**src/rtl/regfile_sb.sv**
```systemverilog
// Integer register file with two async read ports, one sync write port, a pending
// scoreboard bit per entry and a one-entry-per-cycle clear sweep. Optional macro: RF_BYPASS_EN.
module regfile_sb #(
   parameter int DATA_W   = 32,
   parameter int ADDR_W   = 5,
   parameter int ZERO_REG = 1
) (
   input  logic              CLK,
   input  logic              reset,
   input  logic              WE,
   input  logic [ADDR_W-1:0] WDA,
   input  logic [DATA_W-1:0] WD,
   input  logic [ADDR_W-1:0] RDA1,
   input  logic [ADDR_W-1:0] RDA2,
   output logic [DATA_W-1:0] RD1,
   output logic [DATA_W-1:0] RD2,
   input  logic              ISSUE,
   input  logic [ADDR_W-1:0] IDA,
   output logic              PEND1,
   output logic              PEND2,
   input  logic              CLR,
   output logic              BUSY
);

   localparam int DEPTH = 2 ** ADDR_W;

   typedef enum logic {IDLE, SWEEP} clearState_t;

   logic [DATA_W-1:0] regArray [DEPTH];
   logic [DEPTH-1:0]  pend;
   clearState_t       state;
   logic [ADDR_W-1:0] ptr;
   logic              writeOk;
   logic              issueOk;

   // Writes and issues are only honoured while idle and never touch a hardwired zero entry.
   assign writeOk = WE && (state == IDLE) && !((ZERO_REG != 0) && (WDA == '0));
   assign issueOk = ISSUE && (state == IDLE) && !((ZERO_REG != 0) && (IDA == '0));
   assign BUSY    = (state == SWEEP);

   // Storage, scoreboard and clear sequencer; the issue set is placed last so it wins a same-address write.
   always_ff @(posedge CLK) begin
      if (reset) begin
         for (int i = 0; i < DEPTH; i++) begin
            regArray[i] <= '0;
         end
         pend  <= '0;
         state <= IDLE;
         ptr   <= '0;
      end else begin
         case (state)
            IDLE: begin
               if (writeOk) begin
                  regArray[WDA] <= WD;
                  pend[WDA]     <= 1'b0;
               end
               if (issueOk) begin
                  pend[IDA] <= 1'b1;
               end
               if (CLR) begin
                  state <= SWEEP;
                  ptr   <= '0;
               end
            end
            SWEEP: begin
               regArray[ptr] <= '0;
               pend[ptr]     <= 1'b0;
               ptr           <= ptr + 1'b1;
               if (ptr == ADDR_W'(DEPTH - 1)) begin
                  state <= IDLE;
               end
            end
            default: state <= IDLE;
         endcase
      end
   end

   // Read port 1, with optional same-cycle forwarding of the write in flight.
   always_comb begin
      RD1   = regArray[RDA1];
      PEND1 = pend[RDA1];
`ifdef RF_BYPASS_EN
      if (writeOk && (RDA1 == WDA)) begin
         RD1   = WD;
         PEND1 = issueOk && (IDA == WDA);
      end
`endif
      if ((ZERO_REG != 0) && (RDA1 == '0)) begin
         RD1   = '0;
         PEND1 = 1'b0;
      end
   end

   // Read port 2, identical behaviour to port 1.
   always_comb begin
      RD2   = regArray[RDA2];
      PEND2 = pend[RDA2];
`ifdef RF_BYPASS_EN
      if (writeOk && (RDA2 == WDA)) begin
         RD2   = WD;
         PEND2 = issueOk && (IDA == WDA);
      end
`endif
      if ((ZERO_REG != 0) && (RDA2 == '0)) begin
         RD2   = '0;
         PEND2 = 1'b0;
      end
   end

endmodule

```
**config.mk**
```make
export PLATFORM = sky130hd
export DESIGN_NAME = regfile_sb
export DESIGN_NICKNAME = d
export VERILOG_FILES = /design/src/rtl/regfile_sb.sv
export SDC_FILE = /design/constraint.sdc
export NUM_CORES = 2
export LEC_CHECK = 0
export BUFFER_PORTS_ARGS = -buffer_cell sky130_fd_sc_hd__buf_4
export CAP_MARGIN = 20
export CORE_MARGIN = 2
export CORE_UTILIZATION = 50
export CTS_CLUSTER_SIZE = 14
export DETAILED_ROUTE_END_ITERATION = 12
export GPL_TIMING_DRIVEN = 0
export PLACE_DENSITY_LB_ADDON = 0.3
export SLEW_MARGIN = 20
export SYNTH_ARGS = -nofsm -noshare
export SYNTH_HDL_FRONTEND = slang
export SYNTH_SLANG_ARGS = --single-unit
export TNS_END_PERCENT = 20
```
**constraint.sdc**
```tcl
create_clock -name CLK -period 3.15 [get_ports CLK]
set_input_delay 0.1575 -clock CLK [delete_from_list [all_inputs] [get_ports CLK]]
set_output_delay 0.1575 -clock CLK [all_outputs]
set_load 0.01 [all_outputs]
```
Word level (Yosys, flattened, before mapping)
Memory sizes are Yosys's and may differ from the RTL's.
Index checks and enable logic that the tools add are counted.
Cells by class
  add/subtract/negate cells: 1
  $lt $le $gt $ge: 8
  equal/unequal tests: 2
  mux-type cells: 39
  bitwise logic cells: 6
  reduce and logical (&&, ||, !) cells: 15
Operators with widths (number)
  32-bit 2-to-1 mux: 8
  32-bit AND: 2
  32-bit NOT: 2
  32-bit case mux with 2 select lines: 1
  32-bit OR reduction: 2
  32-bit OR: 1
  5-bit by 6-bit less-than comparator with 1-bit output (second input constant): 5
  5-bit zero test: 4
  1-bit 2-to-1 mux: 20
  1-bit demux with 5-bit select: 3
  5-bit by 1-bit >= comparator with 1-bit output (second input constant): 3
  5-bit 2-to-1 mux: 3
  1-bit binary-select mux with 5-bit select: 2
  5-bit case mux with 2 select lines: 1
  1-bit logical AND: 7
  5-bit by 1-bit adder with 5-bit output (second input constant): 1
  5-bit equality test (second input constant): 1
  1-bit zero test: 2
  2-bit != test (second input constant): 1
  1-bit case mux with 2 select lines: 1
  1-bit NOT: 1
Storage, ports and cells
  bits in registers: 38
  RAM bits: 1024
  input port bits: 57
  output and inout bits: 67
  memories kept: 1
Memories
  regArray: words 32, width 32, rd ports 2, clocked after Yosys merged registers in 0, wr ports 32, RTL line 29  | logic [DATA_W-1:0] regArray [DEPTH];

Depth between registers and ports, before layout
  depth after elaboration: 12
  gate-level depth with buffers: 8

Worst setup path before layout
OpenSTA, ideal clock, no wires.
  path kind: flip-flop to flip-flop
  from: reg state, in the netlist BUSY
  to: mem regArray[3][0] (enable)
  arrival: 2.340 ns
  slack: 0.416 ns
  stages on the path, launching flop included: 6
  path buffers: 3
  period minus slack after synthesis: 2.734 ns
  cell sequence: dfxtp_1 -> buf_2 -> buf_2 -> buf_2 -> o2111ai_1 -> nand2b_1
RTL lines
  from (decl): RTL line 31  | clearState_t state;
  from (signal assigned): RTL line 48  | state <= IDLE;
  from (signal assigned): RTL line 61  | state <= SWEEP;
  from (signal assigned): RTL line 70  | state <= IDLE;
  to (decl): RTL line 29

Final worst setup path
  from: in RDA1[2]
  to: out RD1[7]
Between the ends
  word-level cells in the longest chain between the ends: 2
  elaborated cells on any way between the ends: 3
  those cells by class: 1 x mux; 1 x reduce/logical; 1 x memory
Ends and longest elaborated chain
  from (decl): RTL line 13  | input logic [ADDR_W-1:0] RDA1,
  memory 32 x 32 bit / 5-bit zero test (equally long branches)
  32-bit 2-to-1 mux *: RTL line 88  | if ((ZERO_REG != 0) && (RDA1 == '0)) begin
  to (decl): RTL line 15  | output logic [DATA_W-1:0] RD1,
Every way passes the cells marked *; elsewhere a longest branch is shown, timed or not.

==> results.tsv <==
metric	value	unit
sequential fraction of the synthesis area	56.5	%
Initial Util	50.4	%
slew margin rel.	14.6	%
Net Sw Frac	27.3	%
Final Instance Area	64100	µm²
Port-buffer cells	114	
core area	111000	µm²
EDFF count, synth	1024	
TNS Setup	-18.89	ns
GR Layer Usage met1	49.6	%
failing checks	negative setup slack	
setup ws final	-0.287	ns
final WL	226	mm
largest net degree at the start of global routing	33	
Hold Path Class	input pin to flip-flop	
nature of the critical path endpoint	output pin	
Die Ht	338	µm
remaining antenna violation count	0	
clock latency on the worst-skew pair	0.75	ns
first-pass GRT wire length	309	mm
Synth Flop Type	edfxtp_1	
Via density	7.20	
CTS sink cnt	1062	
met3 GRT Util	17.5	%
WL per Instance	38.3	µm
status	complete, but fails checks	
antenna violations before repair	9	
clock tree from TritonCTS	yes	
Power Internal	25.2	mW
Ys Warns	0	
Async S/R FF share, synth	0	%
number of global-route vias before repair	40700	
Pwr Density	540	nW/µm²
GR Util met2	54.9	%
sequential share of power	47.1	%
critical path class	input pin to output pin	
total grt overflow	0	
leak pwr	22.0	nW
flops & latches, synth	1062	
Worst Path Arrival	3.28	ns
flop-to-flop setup slack	-0.21	ns
Synth top area share	55.2	%
CTS buffer count	113	
Setup Skew	0.0261	ns
Power Total	34.6	mW
RSZ-0062 raised after global routing	true	
worst slew pin tran	1.28	ns
placed wire-length estimate	154	mm
layout cells sized above 1	28.8	%
io pins	124	
Net Sw Power	9.45	mW
Die X	338	µm
Hold Vio Cnt, Final	0	
leading post-synthesis cells by cell area	edfxtp_1 55%, mux4_2 19%, nor2_1 6.7%	
Max-Cap Viols	0	
drc violations	0	
# nets final	4364	
CP Max Fanout	10	
startpoint types	input pin	
CP required	2.99	ns
Post-Syn Instances	3986	
Slew Viols, Final	0	
Slowest-stage cell, CP	clkbuf_1	
endpoints failing setup	161	
DR vias	42400	
Top delay family on crit path	buffers and inverters	
GR peak layer	met2	
Logic pwr share	14.4	%
area of the mapped netlist	55800	µm²
final period utilization	109	%
placement row count	122	
pre-CTS setup slack	-1.38	ns
VDD IR max	0.493	mV
Clock Power Share	38.6	%
Initial DRC Count	8428	
Yosys cell types	64	
FILL cells	8773	
Critical Path, Cell by Cell	buf_2 > buf_4 > clkbuf_1 > nor2b_1 > a211oi_1 > a311oi_2 > buf_4	
average size of a mapped cell	14.0	µm²
Pre-antenna DRT Iters	8	
CP most frequent cell	buf_4	
RePlAce Congestion	1.02	
Yosys top cell by area	edfxtp_1	
Worst-path clk slew	0.06	ns
Post-DP Area	59100	µm²
area grow syn2layout	14.9	%
GRT Total Usage	39.5	%
CTS max path bufs	3	
Fmax	291	MHz
crit-path max cell delay	0.87	ns
CP bufs+invs	4	
H-tree depth	3	
post-route minimum period	3.44	ns
die area	114000	µm²
Root Driver	clkbuf_16	
sequential cells by signal, summed over array words and instances (netlist names):
name / cells
BUSY: 1
ptr: 5
pend: 32
regArray: 1024
power groups by stage:
stage          Combinational (mW)  Clock [mW]  Sequential [mW]
2_1_floorplan                2.53           0             16.5
3_3_place_gp                 4.39           0             16.6
3_5_place_dp                 4.48           0             16.6
6_report                     4.98        13.3             16.3
5_1_grt                      4.98        13.8             16.3
4_1_cts                      4.65        13.2             16.3
metal layers:
layer	up-vias	share of wire (%)
li1	16100	-
met1	21000	33
met2	4424	41
met3	876	17
met4	14	8.7
met5	-	0.054
cell usage after synthesis, drive strengths merged (38+ instances only):
master and n:
nor2b 72, nor2 1024, mux2i 138, a22oi 92, dfxtp 38, mux4 462
nand2 108, nand2b 38, buf 206, a211oi 77, o21ai 117, o2111ai 49
clkbuf 236, edfxtp 1024, a221oi 49, mux2 70, a311oi 67
worst register-to-register path, stage by stage (launching register included):
cell and delay [ns]:
dfxtp_1 0.44, clkinv_1 0.36, a211oi_4 0.68, o2111ai_2 0.66, nand2b_4 0.80
kinds of logic (layout without fill, tap and decap cells):
| kind of cell | Yosys count | count (layout) | synth area share [%] |
|---|---|---|---|
| adders and majority gates | 5 | 5 | 0.112 |
| buffers and inverters | 454 | 830 | 3.83 |
| AOI/OAI and AO/OA | 487 | 487 | 7.06 |
| other | 1 | 41 | 0.00673 |
| DFF | 1062 | 1062 | 56.5 |
| muxes | 670 | 670 | 22.6 |
| and+or+nand+nor | 1307 | 1308 | 9.86 |
layout by cell type, fill, tap and decap left out, types with 18 or more instances in the layout:
| cell type | count |
|---|---|
| buf_6 | 33 |
| a311oi_1 | 21 |
| nor2_1 | 987 |
| buf_4 | 134 |
| a211oi_1 | 66 |
| a22oi_1 | 90 |
| dlygate4sd3_1 | 41 |
| nand2b_4 | 25 |
| nor2b_1 | 72 |
| o2111ai_1 | 18 |
| buf_2 | 139 |
| clkbuf_16 | 116 |
| mux2_2 | 68 |
| clkinv_2 | 22 |
| mux2i_1 | 136 |
| a311oi_2 | 31 |
| clkbuf_2 | 51 |
| a221oi_1 | 45 |
| conb_1 | 32 |
| clkbuf_1 | 200 |
| o2111ai_4 | 22 |
| nand2_1 | 108 |
| o21ai_1 | 28 |
| nor2_2 | 35 |
| dfxtp_1 | 38 |
| edfxtp_1 | 1024 |
| o21ai_0 | 81 |
| mux4_2 | 462 |
| clkinv_1 | 26 |
worst paths after layout:
check / startpoint / cells past startpoint / to
worst max-delay path: RDA1[2] / 7 / RD1[7]
worst min register to register: pend[0] / 2 / pend[0]
worst min-delay path: WD[7] / 3 / regArray[5][7]
worst max register to register: BUSY / 4 / regArray[1][23]
repair_timing:
action / CTS / global route
cloned: 0 / 1
pin swaps: 10 / 7
buffers inserted: 0 / 2
setup endpoints to repair: 209 / 306
hold buffers: 41 / 0
endpoints found under the hold margin: 61 / 0
gates resized for setup: 165 / 90
stage by stage:
stage          std cells  hold slack [ns]  utilization [%]
2_1_floorplan       4017            0.300                -
3_3_place_gp        5619            0.436             52.9
3_5_place_dp        5632            0.441             53.4
4_1_cts             5878          0.00367             57.5
5_1_grt             5883           0.0445             57.9
6_report            5891           0.0312             57.9
final cells by class:
cell class	count	area (µm²)	area share [%]
Tap cell	1488	1860	2.91
Antenna cell	9	22.5	0.0352
Buffer	440	2270	3.55
Clock buffer	141	3030	4.73
Inverter	12	45.0	0.0703
Multi-Input combinational cell	2502	23100	36.1
Timing Repair Buffer	171	1620	2.52
Clock inverter	66	562	0.877
Sequential cell	1062	31500	49.2
Power figures use the tool's default switching activity.
